`src/rtl/ppu_pkg.sv`:
```
// Shared types for the processor-to-PPU command path: command word layout,
// opcode names and a saturating counter helper.
package ppu_pkg;

  localparam int PPU_CMD_W = 32;

  typedef struct packed {
    logic [3:0]  op;
    logic [3:0]  x;
    logic [3:0]  y;
    logic [19:0] arg;
  } ppu_cmd_t;

  // Opcodes 0xC-0xF are reserved and travel through the receiver untouched.
  typedef enum logic [3:0] {
    OP_NOP       = 4'h0,
    OP_DRAW_SHIP = 4'h1,
    OP_DRAW_HIT  = 4'h2,
    OP_DRAW_MISS = 4'h3,
    OP_CLEAR     = 4'h4,
    OP_TEXT      = 4'h5
  } ppu_op_e;

  function automatic logic [15:0] sat_inc16(input logic [15:0] value);
    return (value == 16'hFFFF) ? value : value + 16'd1;
  endfunction

endpackage

```
`src/rtl/ppu_cmd_receiver_if.sv`:
```
// Bundle of the processor push side and the PPU valid/ready side of the
// command receiver; the slave modport is the receiver's view.
interface ppu_cmd_receiver_if #(
  parameter int DATA_W = 32
);

  logic              ppu_send;
  logic [DATA_W-1:0] ppu_data;
  logic              ppu_flush;
  logic              ppu_full;
  logic              cmd_valid;
  logic              cmd_ready;
  logic [3:0]        cmd_op;
  logic [3:0]        cmd_x;
  logic [3:0]        cmd_y;
  logic [19:0]       cmd_arg;

  modport master (
    output ppu_send, ppu_data, ppu_flush, cmd_ready,
    input  ppu_full, cmd_valid, cmd_op, cmd_x, cmd_y, cmd_arg
  );

  modport slave (
    input  ppu_send, ppu_data, ppu_flush, cmd_ready,
    output ppu_full, cmd_valid, cmd_op, cmd_x, cmd_y, cmd_arg
  );

endinterface

```
`src/rtl/ppu_cmd_fifo.sv`:
```
// First-word-fall-through command FIFO: storage array, wrapping pointers,
// occupancy count and a registered full flag. Flush beats push and pop.
module ppu_cmd_fifo
  import ppu_pkg::*;
#(
  parameter int DEPTH  = 8,
  parameter int DATA_W = PPU_CMD_W
) (
  input  logic              clk,
  input  logic              rst_n,
  input  logic              flush,
  input  logic              send,
  input  logic [DATA_W-1:0] wr_data,
  input  logic              ready,
  output logic [DATA_W-1:0] rd_data,
  output logic              valid,
  output logic              full,
  output logic              push,
  output logic              drop
);

  localparam int AW = $clog2(DEPTH);
  localparam int CW = AW + 1;
  localparam logic [CW-1:0] FULL_CNT = CW'(DEPTH);

  logic [DATA_W-1:0] mem [DEPTH];
  logic [AW-1:0]     wr_ptr;
  logic [AW-1:0]     rd_ptr;
  logic [CW-1:0]     count;
  logic [CW-1:0]     count_next;
  logic              full_q;
  logic              room;
  logic              pop;

  // A pop in the same cycle frees a slot, so a full FIFO still takes a push.
  assign valid = (count != '0);
  assign room  = (count != FULL_CNT) | (valid & ready);
  assign pop   = valid & ready & ~flush;
  assign push  = send & room & ~flush;
  assign drop  = send & ~room & ~flush;
  assign full  = full_q;

  // Empty FIFO presents zeros rather than stale array contents.
  assign rd_data = valid ? mem[rd_ptr] : '0;

  always_comb begin
    count_next = count;
    if (flush) begin
      count_next = '0;
    end else begin
      case ({push, pop})
        2'b10:   count_next = count + CW'(1);
        2'b01:   count_next = count - CW'(1);
        default: count_next = count;
      endcase
    end
  end

  always_ff @(posedge clk or negedge rst_n) begin
    if (!rst_n) begin
      wr_ptr <= '0;
      rd_ptr <= '0;
      count  <= '0;
      full_q <= 1'b0;
    end else begin
      count  <= count_next;
      full_q <= (count_next == FULL_CNT);
      if (flush) begin
        wr_ptr <= '0;
        rd_ptr <= '0;
      end else begin
        if (push) wr_ptr <= wr_ptr + AW'(1);
        if (pop)  rd_ptr <= rd_ptr + AW'(1);
      end
    end
  end

  // Array contents carry no reset; occupancy alone decides what is visible.
  always_ff @(posedge clk) begin
    if (push) mem[wr_ptr] <= wr_data;
  end

endmodule

```
`src/rtl/ppu_cmd_receiver.sv`:
```
// PPU command receiver: buffers processor command words, splits the head word
// into draw fields and tracks overflow. Optional counters under PPU_RX_STATS_EN.
module ppu_cmd_receiver
  import ppu_pkg::*;
#(
  parameter int DEPTH  = 8,
  parameter int DATA_W = PPU_CMD_W
) (
  input  logic                 clk,
  input  logic                 rst_n,
  ppu_cmd_receiver_if.slave    bus,
  output logic                 overflow
`ifdef PPU_RX_STATS_EN
  ,
  output logic [15:0]          rx_count,
  output logic [15:0]          drop_count
`endif
);

  logic [DATA_W-1:0] head_word;
  ppu_cmd_t          head;
  logic              push;
  logic              drop;
  logic              overflow_q;

  ppu_cmd_fifo #(
    .DEPTH  (DEPTH),
    .DATA_W (DATA_W)
  ) u_fifo (
    .clk     (clk),
    .rst_n   (rst_n),
    .flush   (bus.ppu_flush),
    .send    (bus.ppu_send),
    .wr_data (bus.ppu_data),
    .ready   (bus.cmd_ready),
    .rd_data (head_word),
    .valid   (bus.cmd_valid),
    .full    (bus.ppu_full),
    .push    (push),
    .drop    (drop)
  );

  assign head        = head_word;
  assign bus.cmd_op  = head.op;
  assign bus.cmd_x   = head.x;
  assign bus.cmd_y   = head.y;
  assign bus.cmd_arg = head.arg;
  assign overflow    = overflow_q;

  // Sticky until flush or reset so firmware can see a lost command later.
  always_ff @(posedge clk or negedge rst_n) begin
    if (!rst_n) begin
      overflow_q <= 1'b0;
    end else if (bus.ppu_flush) begin
      overflow_q <= 1'b0;
    end else if (drop) begin
      overflow_q <= 1'b1;
    end
  end

`ifdef PPU_RX_STATS_EN
  logic [15:0] rx_cnt_q;
  logic [15:0] drop_cnt_q;

  always_ff @(posedge clk or negedge rst_n) begin
    if (!rst_n) begin
      rx_cnt_q   <= '0;
      drop_cnt_q <= '0;
    end else if (bus.ppu_flush) begin
      rx_cnt_q   <= '0;
      drop_cnt_q <= '0;
    end else begin
      if (push) rx_cnt_q   <= sat_inc16(rx_cnt_q);
      if (drop) drop_cnt_q <= sat_inc16(drop_cnt_q);
    end
  end

  assign rx_count   = rx_cnt_q;
  assign drop_count = drop_cnt_q;
`endif

endmodule

```
`src/flat_wrapper.sv`:
```
// flat-port wrapper written by rule: the top's interface ports become plain ports
module ppu_cmd_receiver_flat import ppu_pkg::*;
#(
  parameter int DEPTH  = 8,
  parameter int DATA_W = PPU_CMD_W
)
  (clk, rst_n, overflow, bus_ppu_send, bus_ppu_data, bus_ppu_flush, bus_cmd_ready, bus_ppu_full, bus_cmd_valid, bus_cmd_op, bus_cmd_x, bus_cmd_y, bus_cmd_arg);
  ppu_cmd_receiver_if #(.DATA_W(DATA_W)) bus_i ();
  input  logic clk;
  input  logic rst_n;
  output logic overflow;
  input wire logic [$bits(bus_i.ppu_send)-1:0] bus_ppu_send;
  input wire logic [$bits(bus_i.ppu_data)-1:0] bus_ppu_data;
  input wire logic [$bits(bus_i.ppu_flush)-1:0] bus_ppu_flush;
  input wire logic [$bits(bus_i.cmd_ready)-1:0] bus_cmd_ready;
  output wire logic [$bits(bus_i.ppu_full)-1:0] bus_ppu_full;
  output wire logic [$bits(bus_i.cmd_valid)-1:0] bus_cmd_valid;
  output wire logic [$bits(bus_i.cmd_op)-1:0] bus_cmd_op;
  output wire logic [$bits(bus_i.cmd_x)-1:0] bus_cmd_x;
  output wire logic [$bits(bus_i.cmd_y)-1:0] bus_cmd_y;
  output wire logic [$bits(bus_i.cmd_arg)-1:0] bus_cmd_arg;
  assign bus_i.ppu_send = bus_ppu_send;
  assign bus_i.ppu_data = bus_ppu_data;
  assign bus_i.ppu_flush = bus_ppu_flush;
  assign bus_i.cmd_ready = bus_cmd_ready;
  assign bus_ppu_full = bus_i.ppu_full;
  assign bus_cmd_valid = bus_i.cmd_valid;
  assign bus_cmd_op = bus_i.cmd_op;
  assign bus_cmd_x = bus_i.cmd_x;
  assign bus_cmd_y = bus_i.cmd_y;
  assign bus_cmd_arg = bus_i.cmd_arg;
  ppu_cmd_receiver #(.DEPTH(DEPTH), .DATA_W(DATA_W)) u_core (.clk(clk), .rst_n(rst_n), .bus(bus_i), .overflow(overflow));
endmodule
```
`config.mk`:
```
export PLATFORM = sky130hd
export DESIGN_NAME = ppu_cmd_receiver_flat
export DESIGN_NICKNAME = d
export VERILOG_FILES = /design/src/rtl/ppu_pkg.sv /design/src/rtl/ppu_cmd_receiver_if.sv /design/src/rtl/ppu_cmd_fifo.sv /design/src/rtl/ppu_cmd_receiver.sv /design/src/flat_wrapper.sv
export SDC_FILE = /design/constraint.sdc
export NUM_CORES = 1
export LEC_CHECK = 0
export CAP_MARGIN = 20
export CELL_PAD_IN_SITES_DETAIL_PLACEMENT = 0
export CELL_PAD_IN_SITES_GLOBAL_PLACEMENT = 1
export CORE_MARGIN = 2
export CORE_UTILIZATION = 48
export CTS_BUF_LIST = sky130_fd_sc_hd__clkbuf_4 sky130_fd_sc_hd__clkbuf_8
export CTS_CLUSTER_SIZE = 16
export DETAILED_ROUTE_END_ITERATION = 7
export PLACE_DENSITY_LB_ADDON = 0.1
export SLEW_MARGIN = 20
export SYNTH_ARGS = -nofsm -noshare
export SYNTH_HDL_FRONTEND = slang
export SYNTH_SLANG_ARGS = --single-unit
```
`constraint.sdc`:
```
create_clock -name clk -period 3.9 [get_ports clk]
set_clock_uncertainty 0.05 [all_clocks]
set_input_delay 0.78 -clock clk [delete_from_list [all_inputs] [get_ports clk]]
set_output_delay 0.78 -clock clk [all_outputs]
set_load 0.01 [all_outputs]
```
==> metrics.md <==
| Metric | Value |
|---|---|
| Status | `finished clean` |
| TritonCTS clock tree | `done` |
| Area used by multi-input combinational logic | `around 2400 um^2` |
| Unrepaired setup endpoints after global routing | `no` |
| Count of yosys warnings during synthesis | `0` |
| Cell family with most CP delay | `buffers and inverters` |
| Max-Cap Viols | `0` |
| Sequential cell area | `between 7000 and 8000 um^2` |
| Core area | `21150 um^2` |
| Maximum cell stage delay along the critical path | `0.73 ns` |
| Most used routing layer | `met2` |
| Number of global-route vias before repair | `5372` |
| Switching power summed over all nets | `1429 uW` |
| Number of failing hold endpoints at the final stage | `0` |
| Deepest level of the CTS H-tree | `2` |
| Clk Latency, worst-skew pair | `0.54 ns` |
| Maximum number of pins on one net before global-route repair | `35` |
| Setup TNS | `0 ns` |
| Synthesized-area fraction occupied by ao, oa, aoi and oai cells | `less than 1%` |
| Worst hold-check path type | `flip-flop to flip-flop` |
| Drt total wl | `20060 um` |
| Clock Path Buffers | `3` |
| Synth Instances | `487` |
| DRC errors left | `0` |
| Vert. Die Dim | `between 150 and 200 um` |
| Antenna violations before repair | `0` |
| Detailed-routing iteration count for the pre-antenna-repair pass | `5` |
| Max Fanout on Critical Path | `22` |
| Power share of the sequential group | `a little over half` |
| Unique masters post-synth | `31` |
| CTS clk-pin slew, worst paths | `about 0.06 ns` |
| CP Data Arrival Time | `between 2 and 3 ns` |
| Cell Area, Placed | `between 10000 and 15000 um^2` |
| Site Rows | `53` |
| Required time at the worst-slack endpoint | `3.07 ns` |
| Setup violators final | `0` |
| Global Route met2 Usage | `30.20%` |
| Post-DRT Antenna Nets | `0` |
| Timing startpoint of the critical path | `u_core.u_fifo.rd_ptr[0]` |
| Clock sink count | `between 200 and 300` |
| Fraction of synthesized area in multiplexers | `17.22%` |
| Estimated wirelength of the detail-placed design | `around 12000 um` |
| Global Route met3 Usage | `between 3 and 4%` |
| Post-Synthesis Net Count | `529` |
| X dimension of the die | `151.2 um` |
| WL/cell | `22.00 um` |
| Fill count | `1547` |
| Cells traversed along the worst timing path | `buf_4 > mux4_2 > mux2i_1 > nor2_1 > clkdlybuf4s50_1` |
| Number of max-slew violations in the final report | `0` |
| Total standard cell area after synthesis | `10410 um^2` |
| First DRT Iteration DRCs | `between 300 and 400` |
| Average instance area after synthesis | `around 21 um^2` |
| Worst path buffer plus inverter count | `2` |
| GRT Residual Overflow | `0` |
| Total via count after detailed routing | `5050` |
| Post-synthesis adder-cell area fraction | `0.6012%` |
| Global Route Usage Sum | `18.58%` |
| Root buf cell | `clkbuf_8` |
| Detailed-route vias per instance | `between 5 and 6` |
| Static Leakage | `0.003959 uW` |
| Type of the worst setup path | `flip-flop to output pin` |
| Peak VDD IR | `approximately 0.00029 V` |
| Synthesized-area fraction occupied by and/or/nand/nor cells | `3.102%` |
| Launch point of the worst hold path | `u_core.overflow` |
| Post-CTS setup buffer count | `0` |
| Critical Path Source Type | `flip-flop` |
| Int Power | `about 4800 uW` |
| Startpoint of the worst-slack reg-to-reg timing path | `u_core.u_fifo.count[1]` |
| #FFs+latches synth | `around 270` |
| Main combinational cell family by area after synthesis | `multiplexers` |
| Sequential-to-total area share from yosys stat | `76.76%` |
| Die footprint | `roughly 23000 um^2` |
| P&R area growth vs syn | `20.68%` |
| Met1 track utilization from global routing | `25.41%` |
| CTS Hold Buffers Added | `0` |
| Post-route clock period utilization | `95.31%` |
| Sw Share | `a little under a quarter` |
| Number of buffers added by the clock tree synthesis step | `43` |
| Fraction of synthesized cell area in xor and xnor cells | `0.5892%` |
| GP Congestion | `0.7650` |
| Post-layout min period | `3.717 ns` |
| Global-route wire length before repair | `30960 um` |
| Port buffer count | `71` |
| Max frequency | `269.0 MHz` |
| Cell area power density | `492.7 nW/um^2` |
| Clock share of power | `36.2%` |
| Number of gates resized after cts | `0` |
| Combinational cell fraction of total power | `11.3%` |
| Final design area excluding fillers | `approximately 13000 um^2` |
| Slew at the pin with the worst max-slew slack | `~0.7 ns` |
| Number of nets in the layout | `645` |
| Antenna diodes | `0` |
| Critical path capture point type | `output pin` |
| Slowest cell on the critical path | `dfrtp_4` |
| Slew Limit Headroom | `52.21%` |
| Ports | `72` |
| Initial Util | `49.19%` |
| Proportion of layout cells with a drive suffix above 1 | `27.47%` |
==> synthesized netlist by cell type (all sizes together) <==
cell     instances  area, um^2
o21ai            1       5.000
nand3            2       10.01
nor2            53       198.9
edfxtp         256        7687
a211oi           1       7.510
a2111oi          1       10.01
dfrtp           12       300.3
nand2b           3       18.77
nor2b            2       12.51
nand2            3       11.26
mux4            64        1441
a21oi            5       25.02
or3b             1       8.760
xnor2            1       8.760
a31o             1       8.760
nor3b            2       15.01
mux2i           35       350.3
o211ai           1       7.510
or2              1       6.260
inv              1       3.750
clkbuf          13       48.80
o41ai            1       8.760
buf             11       55.05
ha               5       62.56
xor2             6       52.55
or4b             1       13.76
nor3             2       10.01
or3              2       17.52
==> registers in the layout, indices dropped and copies added, names as in the netlist <==
name / cells
u_core.u_fifo.mem: 256
u_core.u_fifo.full: 1
u_core.u_fifo.count: 4
u_core.u_fifo.rd_ptr: 3
u_core.u_fifo.wr_ptr: 3
u_core.overflow: 1
==> power by group through the flow <==
stage	Combinational [uW]	Sequential, uW	Clock, uW
3_3_place_gp	698	3310	0
6_report	697	3250	2240
5_1_grt	761	3260	2430
2_1_floorplan	409	3280	0
4_1_cts	712	3250	2310
3_5_place_dp	709	3310	0
==> cells in the final DEF, fill, tap and decap left out, types with 3 or more instances in the layout <==
| cell type | Yosys | layout |
|---|---|---|
| clkbuf_8 | 0 | 43 |
| ha_1 | 5 | 5 |
| clkinv_1 | 0 | 8 |
| nor2_4 | 0 | 7 |
| mux2i_1 | 35 | 35 |
| buf_12 | 0 | 10 |
| a21oi_1 | 5 | 5 |
| dfrtp_1 | 12 | 9 |
| xor2_1 | 6 | 6 |
| mux4_2 | 64 | 64 |
| clkbuf_4 | 0 | 14 |
| buf_4 | 0 | 14 |
| nand2b_1 | 3 | 3 |
| clkdlybuf4s50_1 | 0 | 71 |
| edfxtp_1 | 256 | 256 |
| clkinv_2 | 0 | 10 |
| nand2_1 | 3 | 3 |
| nor2_1 | 53 | 46 |
==> cell type report <==
cell class / count / area share, %
flip-flops and latches: 268 / 63.65
multi-input cells: 194 / 19.00
repair buffers: 95 / 8.090
clock buffers: 57 / 5.549
well taps: 275 / 2.740
clock inverters: 22 / 0.9365
inverters: 1 / 0.02989
==> metal layers <==
layer | share of wire, % | vias to the layer above
met5 | 0 | -
met4 | 2.1 | 0
met3 | 5.3 | 39
met2 | 50 | 137
met1 | 43 | 2642
li1 | - | 2232
==> worst reg2reg max path: stages (launching register included) <==
cell and delay, ns:
dfrtp_1 0.46, or3_4 0.44, nor2_4 0.13, inv_1 0.10
nand2_1 0.13, nor2_1 0.08, ha_1 0.26, xor2_1 0.17
ha_1 0.19, a21oi_1 0.15, mux2i_1 0.24, xnor2_1 0.10
a2111oi_1 0.35
==> cells by family after synthesis <==
logic type                 count (synthesis)
DFF                                      268
buffers and inverters                     25
muxes                                     99
xor gates and xnor gates                   7
AOI/OAI and AO/OA                         11
and+or+nand+nor                           72
adders and majority gates                  5
==> path summary, 6_finish.rpt <==
kind | end | cells past startpoint | slack, ns
hold / removal | u_core.overflow | 2 | 0.45
hold reg to reg | u_core.overflow | 2 | 0.45
max in group asynchronous | u_core.u_fifo.rd_ptr[0] | 1 | 2.83
setup / recovery | bus_cmd_arg[13] | 5 | 0.18
min in group asynchronous | u_core.u_fifo.count[3] | 1 | 0.55
setup reg to reg | u_core.u_fifo.full | 12 | 0.94
==> stage by stage <==
| stage | total power, uW | std cells | setup slack [ns] | hold WS (ns) | utilization [%] |
|---|---|---|---|---|---|
| finish | 6188 | 912 | 0.1830 | 0.4539 | 59.37 |
| detailed placement | 4020 | 833 | 0.4020 | 0.4444 | 55.52 |
| global route | 6447 | 912 | 0.04381 | 0.5183 | 59.37 |
| global placement | 4005 | 833 | 0.4480 | 0.4418 | 55.52 |
| CTS | 6276 | 912 | 0.1046 | 0.4624 | 59.37 |
| floorplan | 3685 | 487 | 0.4187 | 0.4344 | - |
Note: power is estimated with default switching activity, not from simulation.
